===== src/rtl/mips_data_mem_arbiter.sv =====
// -----------------------------------------------------------------------------
// mips_data_mem_arbiter
//
// Purpose
//   Shares the single data-memory port between two requesters:
//     port 0 = CPU data port (from mips_cpu_harvard data_* signals)
//     port 1 = DMA / loader port (bench preload, future peripherals)
//   The memory has a fixed one-cycle read latency. Writes complete in the
//   cycle they are granted; reads stall the requester for exactly one cycle.
//   Ties are resolved either round-robin or with CPU priority plus a
//   starvation guard that forces the DMA through after MAX_STALL lost ties.
//
// Parameters
//   CPU_PRIORITY  1: CPU wins ties unless the DMA has lost MAX_STALL ties in
//                 a row; 0: pure round-robin.
//   MAX_STALL     number of consecutive ties the DMA may lose (1..255).
//
// Ports
//   clk, reset        rising-edge clock, synchronous active-high reset
//   clk_enable        0 freezes all state, blocks memory access, stalls both
//   cpu_*             port 0: address, read, write, writedata in;
//                     readdata, waitrequest out
//   dma_*             port 1: same signal set as port 0
//   mem_*             to/from the data memory (address, read, write,
//                     writedata out; readdata in, valid the cycle after
//                     mem_read)
//   grant_owner       debug: port holding the memory this cycle (0=CPU,1=DMA)
//
// Handshake (both requester ports)
//   A requester raises read or write together with address/writedata and
//   holds all of them stable while waitrequest=1. The transfer completes in
//   the cycle where (read|write)=1 and waitrequest=0; for a read, readdata
//   is valid in exactly that cycle. A port that is not requesting sees
//   waitrequest=0 while the arbiter is idle. Read has precedence over write
//   when both are raised on one port.
// -----------------------------------------------------------------------------
module mips_data_mem_arbiter #(
    parameter int CPU_PRIORITY = 1,
    parameter int MAX_STALL    = 8
) (
    input  logic        clk,
    input  logic        reset,
    input  logic        clk_enable,

    input  logic [31:0] cpu_address,
    input  logic        cpu_read,
    input  logic        cpu_write,
    input  logic [31:0] cpu_writedata,
    output logic [31:0] cpu_readdata,
    output logic        cpu_waitrequest,

    input  logic [31:0] dma_address,
    input  logic        dma_read,
    input  logic        dma_write,
    input  logic [31:0] dma_writedata,
    output logic [31:0] dma_readdata,
    output logic        dma_waitrequest,

    output logic [31:0] mem_address,
    output logic        mem_read,
    output logic        mem_write,
    output logic [31:0] mem_writedata,
    input  logic [31:0] mem_readdata,

    output logic        grant_owner
);

    typedef enum logic {
        IDLE    = 1'b0,
        RD_WAIT = 1'b1
    } state_t;

    localparam logic [7:0] STALL_LIMIT = 8'(MAX_STALL);

    state_t     state;
    logic       owner;       // port whose read is in flight / last granted
    logic       last_grant;  // round-robin pointer
    logic [7:0] stall_cnt;   // consecutive ties lost by the DMA

    // Byte-lane bits are dropped: the memory is word addressed.
    logic unused_addr_bits;
    assign unused_addr_bits = ^{cpu_address[1:0], dma_address[1:0]};

    // -------------------------------------------------------------------------
    // Request decode and arbitration
    // -------------------------------------------------------------------------
    logic        cpu_req;
    logic        dma_req;
    logic        any_req;
    logic        tie;
    logic        winner;
    logic        win_read;
    logic [31:0] win_address;
    logic [31:0] win_writedata;

    assign cpu_req = cpu_read | cpu_write;
    assign dma_req = dma_read | dma_write;
    assign any_req = cpu_req | dma_req;
    assign tie     = cpu_req & dma_req;

    always_comb begin
        winner = 1'b0;
        if (cpu_req && !dma_req) begin
            winner = 1'b0;
        end else if (dma_req && !cpu_req) begin
            winner = 1'b1;
        end else if (CPU_PRIORITY != 0) begin
            // CPU keeps the port until the DMA has been starved long enough.
            winner = (stall_cnt >= STALL_LIMIT);
        end else begin
            winner = ~last_grant;
        end
    end

    // A read flag on the winning port turns the access into a read even if
    // write is also raised.
    assign win_read      = winner ? dma_read      : cpu_read;
    assign win_address   = winner ? dma_address   : cpu_address;
    assign win_writedata = winner ? dma_writedata : cpu_writedata;

    // -------------------------------------------------------------------------
    // State: FSM, owner, round-robin pointer, starvation counter
    // -------------------------------------------------------------------------
    always_ff @(posedge clk) begin
        if (reset) begin
            state      <= IDLE;
            owner      <= 1'b0;
            last_grant <= 1'b1;   // first round-robin tie goes to the CPU
            stall_cnt  <= 8'd0;
        end else if (clk_enable) begin
            case (state)
                IDLE: begin
                    if (any_req) begin
                        owner      <= winner;
                        last_grant <= winner;
                        if (winner) begin
                            stall_cnt <= 8'd0;
                        end else if (tie && (stall_cnt < STALL_LIMIT)) begin
                            stall_cnt <= stall_cnt + 8'd1;
                        end
                        if (win_read) begin
                            state <= RD_WAIT;
                        end
                    end
                end
                RD_WAIT: begin
                    // Data is on mem_readdata this cycle; no read pipelining.
                    state <= IDLE;
                end
                default: begin
                    state <= IDLE;
                end
            endcase
        end
    end

    // -------------------------------------------------------------------------
    // Outputs. The granted port drives the memory combinationally in IDLE so
    // writes complete with zero stall.
    // -------------------------------------------------------------------------
    always_comb begin
        mem_address     = 32'h0;
        mem_read        = 1'b0;
        mem_write       = 1'b0;
        mem_writedata   = 32'h0;
        cpu_waitrequest = 1'b1;
        dma_waitrequest = 1'b1;
        cpu_readdata    = 32'h0;
        dma_readdata    = 32'h0;
        grant_owner     = owner;

        if (reset) begin
            grant_owner = 1'b0;
        end else if (clk_enable) begin
            if (state == IDLE) begin
                // Requesters stall until served; idle ports see no stall.
                cpu_waitrequest = cpu_req;
                dma_waitrequest = dma_req;
                if (any_req) begin
                    grant_owner   = winner;
                    mem_address   = {win_address[31:2], 2'b00};
                    mem_writedata = win_writedata;
                    if (win_read) begin
                        mem_read = 1'b1;
                    end else begin
                        mem_write = 1'b1;
                        if (winner) begin
                            dma_waitrequest = 1'b0;
                        end else begin
                            cpu_waitrequest = 1'b0;
                        end
                    end
                end
            end else begin
                // Read completion: only the owner is released.
                if (owner) begin
                    dma_waitrequest = 1'b0;
                    dma_readdata    = mem_readdata;
                end else begin
                    cpu_waitrequest = 1'b0;
                    cpu_readdata    = mem_readdata;
                end
            end
        end
    end

endmodule


===== config.mk =====
export PLATFORM = sky130hd
export DESIGN_NAME = mips_data_mem_arbiter
export DESIGN_NICKNAME = d
export VERILOG_FILES = /design/src/rtl/mips_data_mem_arbiter.sv
export SDC_FILE = /design/constraint.sdc
export NUM_CORES = 1
export LEC_CHECK = 0
export CAP_MARGIN = 5
export CORE_AREA = 8 8 109 111
export CTS_CLUSTER_DIAMETER = 150
export DETAILED_ROUTE_END_ITERATION = 7
export DIE_AREA = 0 0 117 119
export GPL_TIMING_DRIVEN = 0
export PLACE_DENSITY = 0.74
export SLEW_MARGIN = 30
export SYNTH_ARGS = -nofsm -noshare
export SYNTH_HDL_FRONTEND = slang
export SYNTH_SLANG_ARGS = --single-unit

===== constraint.sdc =====
create_clock -name clk -period 6 [get_ports clk]
set_clock_uncertainty 0.1 [all_clocks]
set_input_delay 1.8 -clock clk [delete_from_list [all_inputs] [get_ports clk]]
set_output_delay 1.8 -clock clk [all_outputs]
set_load 0.02 [all_outputs]

==> results of run 1 <==
## cells in the mapped netlist, drive strengths merged
library cell  number  area share
a31oi              1      0.0092
a21oi             67        0.15
o32ai              1      0.0038
nor2b              3      0.0081
nor4               3      0.0081
conb               1      0.0016
or3                1      0.0027
o21ai             67        0.15
a41o               1      0.0043
and2              64        0.17
nand3             66        0.14
nand4b             1      0.0038
a21o               2      0.0065
a311o              1      0.0049
dfxtp             10       0.087
nor2              11       0.020
ha                 2       0.011
nand4              2      0.0054
inv                5      0.0081
nand2b             1      0.0027
and3               2      0.0054
nor3               4       0.016
xnor2              6       0.023
buf               20        0.11
a31o               1      0.0038
or2                1      0.0027
clkbuf            23       0.037
nand2              7       0.011
## cell usage in the layout, fill, tap and decap left out, drive strengths merged, types with 2 or more instances in the layout
cell type and count:
conb 2, nand2 7, buf 22, dlygate4sd2 59
dfxtp 10, nand4 2, nand3 66, nor4 3
nor2 11, a21oi 67, ha 2, a21o 2
clkdlybuf4s50 232, nor2b 3, and2 64, clkbuf 28
inv 5, o21ai 67, and3 2, xnor2 6
nor3 4
## worst register-to-register path: stages (launching register included)
cell     delay, ns
dfxtp_1       0.38
nor3_4        0.48
a31o_1        0.23
buf_6         0.20
nand4_1       0.11
a21oi_1       0.14
## routing by layer
metal,GRT usage,up-vias,share of wire
met2,0.359,169,0.51
met5,0,-,0
met4,0.0424,0,0.020
met3,0.0566,20,0.091
li1,-,1916,-
met1,0.210,1748,0.38
## cell families after synthesis
group / Yosys count
DFF: 10
buffers and inverters: 48
AOI/OAI and AO/OA: 141
and+or+nand+nor: 166
other: 1
xor gates and xnor gates: 6
adders and majority gates: 2
## state kept, by name, summed over array words and instances (netlist names)
register   flops
owner          1
stall_cnt      8
state          1
## layout make-up
type                            instances  area [sq um]  share of cell area
Sequential cell                        10           200              0.0366
Inverter                                5          18.8             0.00343
Timing Repair Buffer                  295          2880               0.527
Multi-Input combinational cell        317          1780               0.325
Clock buffer                            4          55.1              0.0101
Tap cell                              136           170              0.0311
Buffer                                 43           364              0.0665
## power groups by stage
stage          sequential (mW)  clock [mW]  combinational (mW)
2_1_floorplan           0.0717           0               0.113
3_3_place_gp            0.0720           0               0.288
3_5_place_dp            0.0723           0               0.292
4_1_cts                 0.0709      0.0883               0.282
5_1_grt                 0.0714      0.0916               0.301
6_report                0.0711      0.0861               0.282
## how the worst max path moves through the flow
| stage | start | end |
|---|---|---|
| 6_report | cpu_write | mem_address[5] |
| 3_3_place_gp | cpu_write | mem_writedata[17] |
| 3_5_place_dp | cpu_write | mem_address[11] |
| 4_1_cts | clk_enable | cpu_readdata[6] |
| 5_1_grt | cpu_write | mem_writedata[17] |
| 2_1_floorplan | cpu_write | mem_address[10] |
## repair_timing
item | 4_1_cts | 5_1_grt
gates cloned | 0 | 0
setup endpoints to repair | 62 | 93
pin swaps | 1 | 0
gates resized for setup | 75 | 25
buffers inserted | 2 | 0
==> metrics.txt, run 1 <==
crit-path cells clkdlybuf4s50_1 -> or2_1 -> buf_4 -> nor3_2 -> or3_1 -> buf_4 -> clkbuf_2 -> a21oi_1 -> dlygate4sd2_1; xor/xnor share of the synthesized area 0.0227; status finished clean; Worst Hold Depth 2; Worst Hold Class register to register; crit path kind input port to primary output; fmax 169 MHz; critical path data required time 4.10 ns; Hold-fix buffers, CTS 0; area post-placement 0.00542 sq mm; Switch Pwr between 150 and 200 uW; Root Buffer clkbuf_8; Switching Share 0.346; Tcrit/Tclk final 0.984; Layout area overhead 137%; worst r2r dst stall_cnt[1]$_SDFFE_PP0P_; clock slew at reported path FFs 0.05 ns; vias per inst 4.76; Setup crit end kind primary output; Static Leak between 2 and 2.5 nW; post-layout util 0.542; Worst-Skew Late Latency 0.24 ns; CP arrival between 4 and 5 ns; Routed WL 14600 um; GRT Resource Usage Total 0.194; Crit Path Max Fanout 10; initial antenna violation count 0; crit-path most repeated cell buf_4; Final Worst Setup Slack 0.0939 ns; First DRT Iteration DRCs 176; drc violations 0; IO buf count about 300; Slowest cell on crit path clkdlybuf4s50_1; hold endpoint stall_cnt[6]$_SDFFE_PP0P_; Max VDD drop 0.0000832 V; Top delay family on crit path buffers and inverters; Num CTS Buffers 3; Starting Density 0.229; Max Buffers Root-to-Sink 2; Synth Area in Adders 0.0108; min-delay src stall_cnt[6]$_SDFFE_PP0P_; Synth Area per Inst 6.18 sq um; largest family of logic cells by synthesized area simple AND/OR/NAND/NOR gates; ANT cells 0; WP depth 9; final setup TNS 0 ns; final non-filler cell total 810; DP Cell Count 804; Slew Viols, Final 0; Pwr Total around 440 uW; combinational power share 0.642; Clock Sinks 10; post-synthesis sequential area ratio 0.0866; Net count, final between 800 and 900; IO Pins 300; fin crit period 5.91 ns; setup violators final 0; routed length per instance 18.0 um; RSZ-0062 raised after global routing false; Synth Area in Compound Gates 0.324; Buf/Inv on CP 5; Final ANT Viol Nets 0; floorplan core area 0.0101 sq mm; proportion of layout cells with a drive suffix above 1 0.0861; global route total overflow 0; synthesized instance count 374; first-pass GRT wire length about 22000 um; Yosys reg bits 10; number of distinct library cells after synthesis 36; final instance area 0.00547 sq mm; vias in the first global route between 3000 and 4000; pin count of the biggest net entering global routing 11; chip width roughly 120 um; multiplexer share of the synthesized area 0; FILL cells 1017; # rows 37; max_cap viols 0; Fin. Hold Viols 0; worst r2r path cells 5; Pwr per Cell Area 80.3 mW/mm^2; Register-to-Register Setup Slack 4.29 ns; simple-gate area share of the yosys netlist 0.402; Mapped Area 0.00231 sq mm; GP Congestion 0.922; router iterations before antenna repair 4; Clock Power Share 0.196; Via Count 3853; crit-path max cell delay approximately 0.53 ns; CP startpoint kind input port; hold_ws around 0.39 ns; die area roughly 0.014 sq mm; TritonCTS clock tree yes; Place WS -0.402 ns; FF-to-FF Start stall_cnt[3]$_SDFFE_PP0P_; chip height 119 um; HPWL Detailed between 10000 and 15000 um; htree depth 1; YS warnings 0; Sequential Power Share 0.162; Pint 288 uW
No activity file was read; power rests on OpenSTA's default activity.
==> inputs of run 2 (changes only) <==
Settings changed: MAX_ROUTING_LAYER from default to met4.
==> run 2 against run 1 <==
Net effect:
- die area unchanged
- critical path depth unchanged
- sequential cell count unchanged
- worst hold slack got worse by 0.0018 ns
- non-clock buffer count increased by 1
- total power decreased by 0.32%
- sequential share of layout area about the same
- highest routed layer unchanged
- critical path type unchanged
- largest cell class unchanged
- final area decreased by 0.21%
==> metrics.txt, run 2 (synthesis results as in run 1) <==
FF+latch area 200 sq um; metal2 WL approximately 7500 um; Tcrit/Tclk final 0.983; Final ANT Viol Nets 0; HPWL Detailed 12500 um; RSZ-0062 raised after global routing false; Worst Hold Depth 2; Root Buffer clkbuf_8; metal3 WL approximately 1200 um; crit path kind input port to primary output; initial antenna violation count 0; Final Worst Setup Slack 0.102 ns; Num CTS Buffers 3; routed length per instance 18.1 um; register name with the most flops stall_cnt; highest-count cells in the layout ignoring fill and taps clkdlybuf4s50_1, nand3_1, a21oi_1, and2_1, o21ai_1; worst r2r path cells 5; max_cap viols 0; multi-input logic area 0.00178 sq mm; Switch Pwr ~150 uW; hold_ws around 0.38 ns; die area between 0.01 and 0.015 sq mm; Slew Viols, Final 0; GRT Resource Usage Total 0.196; Pint around 290 uW; Clock Power Share 0.197; Max Used Layer met4; fmax 170 MHz; pin count of the biggest net entering global routing 11; ANT cells 0; # rows 37; proportion of layout cells with a drive suffix above 1 0.0859; IO buf count 293; DP Cell Count 804; Worst Hold Class register to register; critical path data required time around 4.1 ns; Sequential Power Share 0.162; Routed WL approximately 15000 um; final non-filler cell total 811; combinational power share 0.641; first-pass GRT wire length 21100 um; Net count, final 845; htree depth 1; Switching Share 0.346; fin crit period 5.90 ns; Via Count 3837; setup violators final 0; FILL cells 1021; Fin. Hold Viols 0; Largest register FFs 8; Layout area overhead 136%; Max Buffers Root-to-Sink 2; Setup crit end kind primary output; drc violations 0; chip height approximately 120 um; First DRT Iteration DRCs 140; Worst-Skew Late Latency 0.24 ns; CP startpoint kind input port; Largest regs stall_cnt: 8 flops, owner: 1 flops, state: 1 flops; WL met1 between 5000 and 6000 um; Max VDD drop between 0.00008 and 0.00009 V; Starting Density 0.229; TritonCTS clock tree yes; most common cell after layout, fill and taps aside clkdlybuf4s50_1; Pwr per Cell Area 80.2 mW/mm^2; vias in the first global route 3850; chip width between 100 and 150 um; vias per inst ~4.7; Crit Path Max Fanout 10; IO Pins 300; global route total overflow 0; GP Congestion 0.934; Clock Sinks 10; floorplan core area around 0.010 sq mm; status finished clean; router iterations before antenna repair 4; Place WS -0.366 ns; Static Leak about 2.3 nW; clock slew at reported path FFs 0.05 ns; CP arrival 4.00 ns
run 2: cell types whose count changed in the layout (fill, tap and decap cells not counted):
cell	change
buf_4	+1
dlygate4sd2_1	-9
clkbuf_2	-1
clkdlybuf4s15_1	+3
dlymetal6s2s_1	+1
clkbuf_1	+6
run 2: timing repair:
action | in CTS | in global routing
gates cloned | 0 | 0
gates resized for setup | 71 | 33
pin swaps | 0 | 0
hold buffers | 0 | 0
buffers inserted | 3 | 0
endpoints found under the hold margin | 0 | 0
setup endpoints to repair | 61 | 58
run 2: path summary, 6_finish.rpt:
kind | startpoint | endpoint | slack [ns]
worst max register to register | stall_cnt[3]$_SDFFE_PP0P_ | stall_cnt[1]$_SDFFE_PP0P_ | 4.33
worst max-delay path | cpu_read | mem_address[7] | 0.10
worst min register to register | stall_cnt[6]$_SDFFE_PP0P_ | stall_cnt[6]$_SDFFE_PP0P_ | 0.38
worst min-delay path | stall_cnt[6]$_SDFFE_PP0P_ | stall_cnt[6]$_SDFFE_PP0P_ | 0.38
run 2: per-stage QoR:
step | area (sq um) | util | TNS, ns | power, mW
global route | 5460 | 0.541 | 0 | 0.463
global placement | 5420 | 0.537 | -16.00 | 0.360
finish | 5460 | 0.541 | 0 | 0.438
CTS | 5460 | 0.541 | 0 | 0.442
detailed placement | 5420 | 0.537 | -17.31 | 0.364
floorplan | 2320 | - | 0 | 0.184
run 2: area by class of cell:
class / count / area share
tap: 136 / 0.0312
timing repair buffer: 296 / 0.527
clock buffer: 4 / 0.0101
buffer: 43 / 0.0653
sequential: 10 / 0.0367
multi-input combinational: 317 / 0.326
inverter: 5 / 0.00344
run 2: critical path, stage by stage:
cell and delay (ns):
clkdlybuf4s50_1 0.52, or2_1 0.13, buf_4 0.17, nor3_2 0.06, or3_1 0.33, buf_4 0.20
clkbuf_1 0.24, a21oi_1 0.19, dlygate4sd2_1 0.36
run 2: layer usage:
metal | up-vias | GRT usage
li1 | 1918 | -
met1 | 1719 | 0.207
met2 | 170 | 0.356
met3 | 30 | 0.0389
met4 | 0 | 0.0584
met5 | - | -
run 2: power groups by stage:
stage / clock, mW / combinational, mW / sequential [mW]
global placement: 0 / 0.288 / 0.0720
CTS: 0.0892 / 0.282 / 0.0708
floorplan: 0 / 0.113 / 0.0717
detailed placement: 0 / 0.292 / 0.0722
global route: 0.0933 / 0.299 / 0.0712
finish: 0.0862 / 0.281 / 0.0709
==> inputs of run 3 (changes only) <==
Settings changed: RECOVER_POWER from default to 100, SETUP_SLACK_MARGIN from default to 0.1.
==> run 3 against run 2 <==
Net effect:
- combinational power fell by 1%
- utilization fell by 0.71 points
- setup slack improved by 0.046 ns
- largest cell class unchanged
- first-iteration DRC count rose by 19%
- die area did not move
- critical path type unchanged
- total power fell by 0.94%
==> metrics.txt, run 3 (synthesis results as in run 1) <==
status finished clean; routed length per instance 18.1 um; Max VDD drop 0.0000813 V; RSZ-0062 raised after global routing false; crit-path most repeated cell buf_4; Final ANT Viol Nets 0; highest-count cells in the layout ignoring fill and taps clkdlybuf4s50_1, nand3_1, and2_1, a21oi_1, dlygate4sd3_1; FILL cells just over 1000; setup violators final 0; htree depth 1; HPWL Detailed roughly 12000 um; fmax 171 MHz; TritonCTS clock tree yes; proportion of layout cells with a drive suffix above 1 0.0963; Hold-fix buffers, CTS 0; most common cell after layout, fill and taps aside clkdlybuf4s50_1; router iterations before antenna repair 4; initial antenna violation count 0; Crit Path Max Fanout 10; Clock Sinks 10; Tcrit/Tclk final 0.975; Pwr per Cell Area 80.5 mW/mm^2; crit-path max cell delay 0.52 ns; final setup TNS 0 ns; CP arrival between 3 and 4 ns; Max Buffers Root-to-Sink 2; Slew Viols, Final 0; # rows 37; post-layout util 0.534; Fin. Hold Viols 0; die area 0.0139 sq mm; Place WS -0.366 ns; multi-input logic area approximately 0.0018 sq mm; CP startpoint kind input port; critical path data required time 4.10 ns; chip width about 120 um; final non-filler cell total 811; final instance area 0.00539 sq mm; Pwr Total 434 uW; Worst-Skew Late Latency 0.24 ns; fin crit period about 6 ns; Via Count 3858; Worst Hold Class register to register; GRT Resource Usage Total 0.196; chip height 119 um; Net count, final 845; pin count of the biggest net entering global routing 11; register name with the most flops stall_cnt; clock slew at reported path FFs approximately 0.050 ns; drc violations 0; vias in the first global route 3846; Setup crit end kind primary output; first-pass GRT wire length 21100 um; IO Pins 300; floorplan core area 0.0101 sq mm; vias per inst 4.76; IO buf count a little under 300; First DRT Iteration DRCs 166; ANT cells 0; Largest regs stall_cnt: 8 flops, owner: 1 flops, state: 1 flops; max_cap viols 0; Largest register FFs 8; DP Cell Count 804; GP Congestion 0.934; Slowest cell on crit path clkdlybuf4s50_1; Num CTS Buffers 3; crit-path cells clkdlybuf4s50_1 -> or2_1 -> buf_4 -> nor3_2 -> or3_1 -> buf_4 -> clkbuf_2 -> a21oi_2 -> dlygate4sd2_1; Root Buffer clkbuf_8; hold_ws 0.384 ns; Static Leak 2.44 nW; Final Worst Setup Slack 0.148 ns; area post-placement 0.00542 sq mm; FF+latch area between 200 and 250 sq um; global route total overflow 0; Routed WL roughly 15000 um; Starting Density 0.229; Layout area overhead 133%; crit path kind input port to primary output
## run 3: final timing paths
path / startpoint / to / slack [ns] / cells after the start
max: cpu_read / mem_address[5] / 0.15 / 9
min reg2reg: stall_cnt[6]$_SDFFE_PP0P_ / stall_cnt[6]$_SDFFE_PP0P_ / 0.38 / 2
max reg2reg: stall_cnt[3]$_SDFFE_PP0P_ / stall_cnt[1]$_SDFFE_PP0P_ / 4.32 / 5
min: stall_cnt[6]$_SDFFE_PP0P_ / stall_cnt[6]$_SDFFE_PP0P_ / 0.38 / 2
## run 3: power by group
part | internal [mW] | switching (mW) | leakage, nW
Clock | 0.0578 | 0.0282 | 0.0288
Combinational | 0.156 | 0.122 | 2.33
Sequential | 0.0686 | 0.00227 | 0.0810
Total | 0.282 | 0.152 | 2.44
## run 3: timing repair
action / 4_1_cts / 5_1_grt
buffers inserted: 3 / 0
endpoints found under the setup margin: 90 / 104
gates resized for setup: 88 / 77
## run 3: per-layer routing
| layer | track usage | vias to the layer above | part of all wire |
|---|---|---|---|
| met5 | - | - | 0 |
| met4 | 0.0584 | 0 | 0.024 |
| met3 | 0.0389 | 28 | 0.077 |
| met2 | 0.356 | 179 | 0.51 |
| met1 | 0.206 | 1733 | 0.39 |
| li1 | - | 1918 | - |
## run 3: worst max-delay path, delay by kind of cell
kind	cells	cell delay [ns]
AOI/OAI and AO/OA	1	0.18
buffers and inverters	5	1.46
and+or+nand+nor	3	0.52
## run 3: area by class of cell
cell class                      count  share of cell area
Timing Repair Buffer              296               0.518
Clock buffer                        4              0.0102
Inverter                            5             0.00348
Multi-Input combinational cell    317               0.333
Buffer                             43              0.0671
Tap cell                          136              0.0316
Sequential cell                    10              0.0371
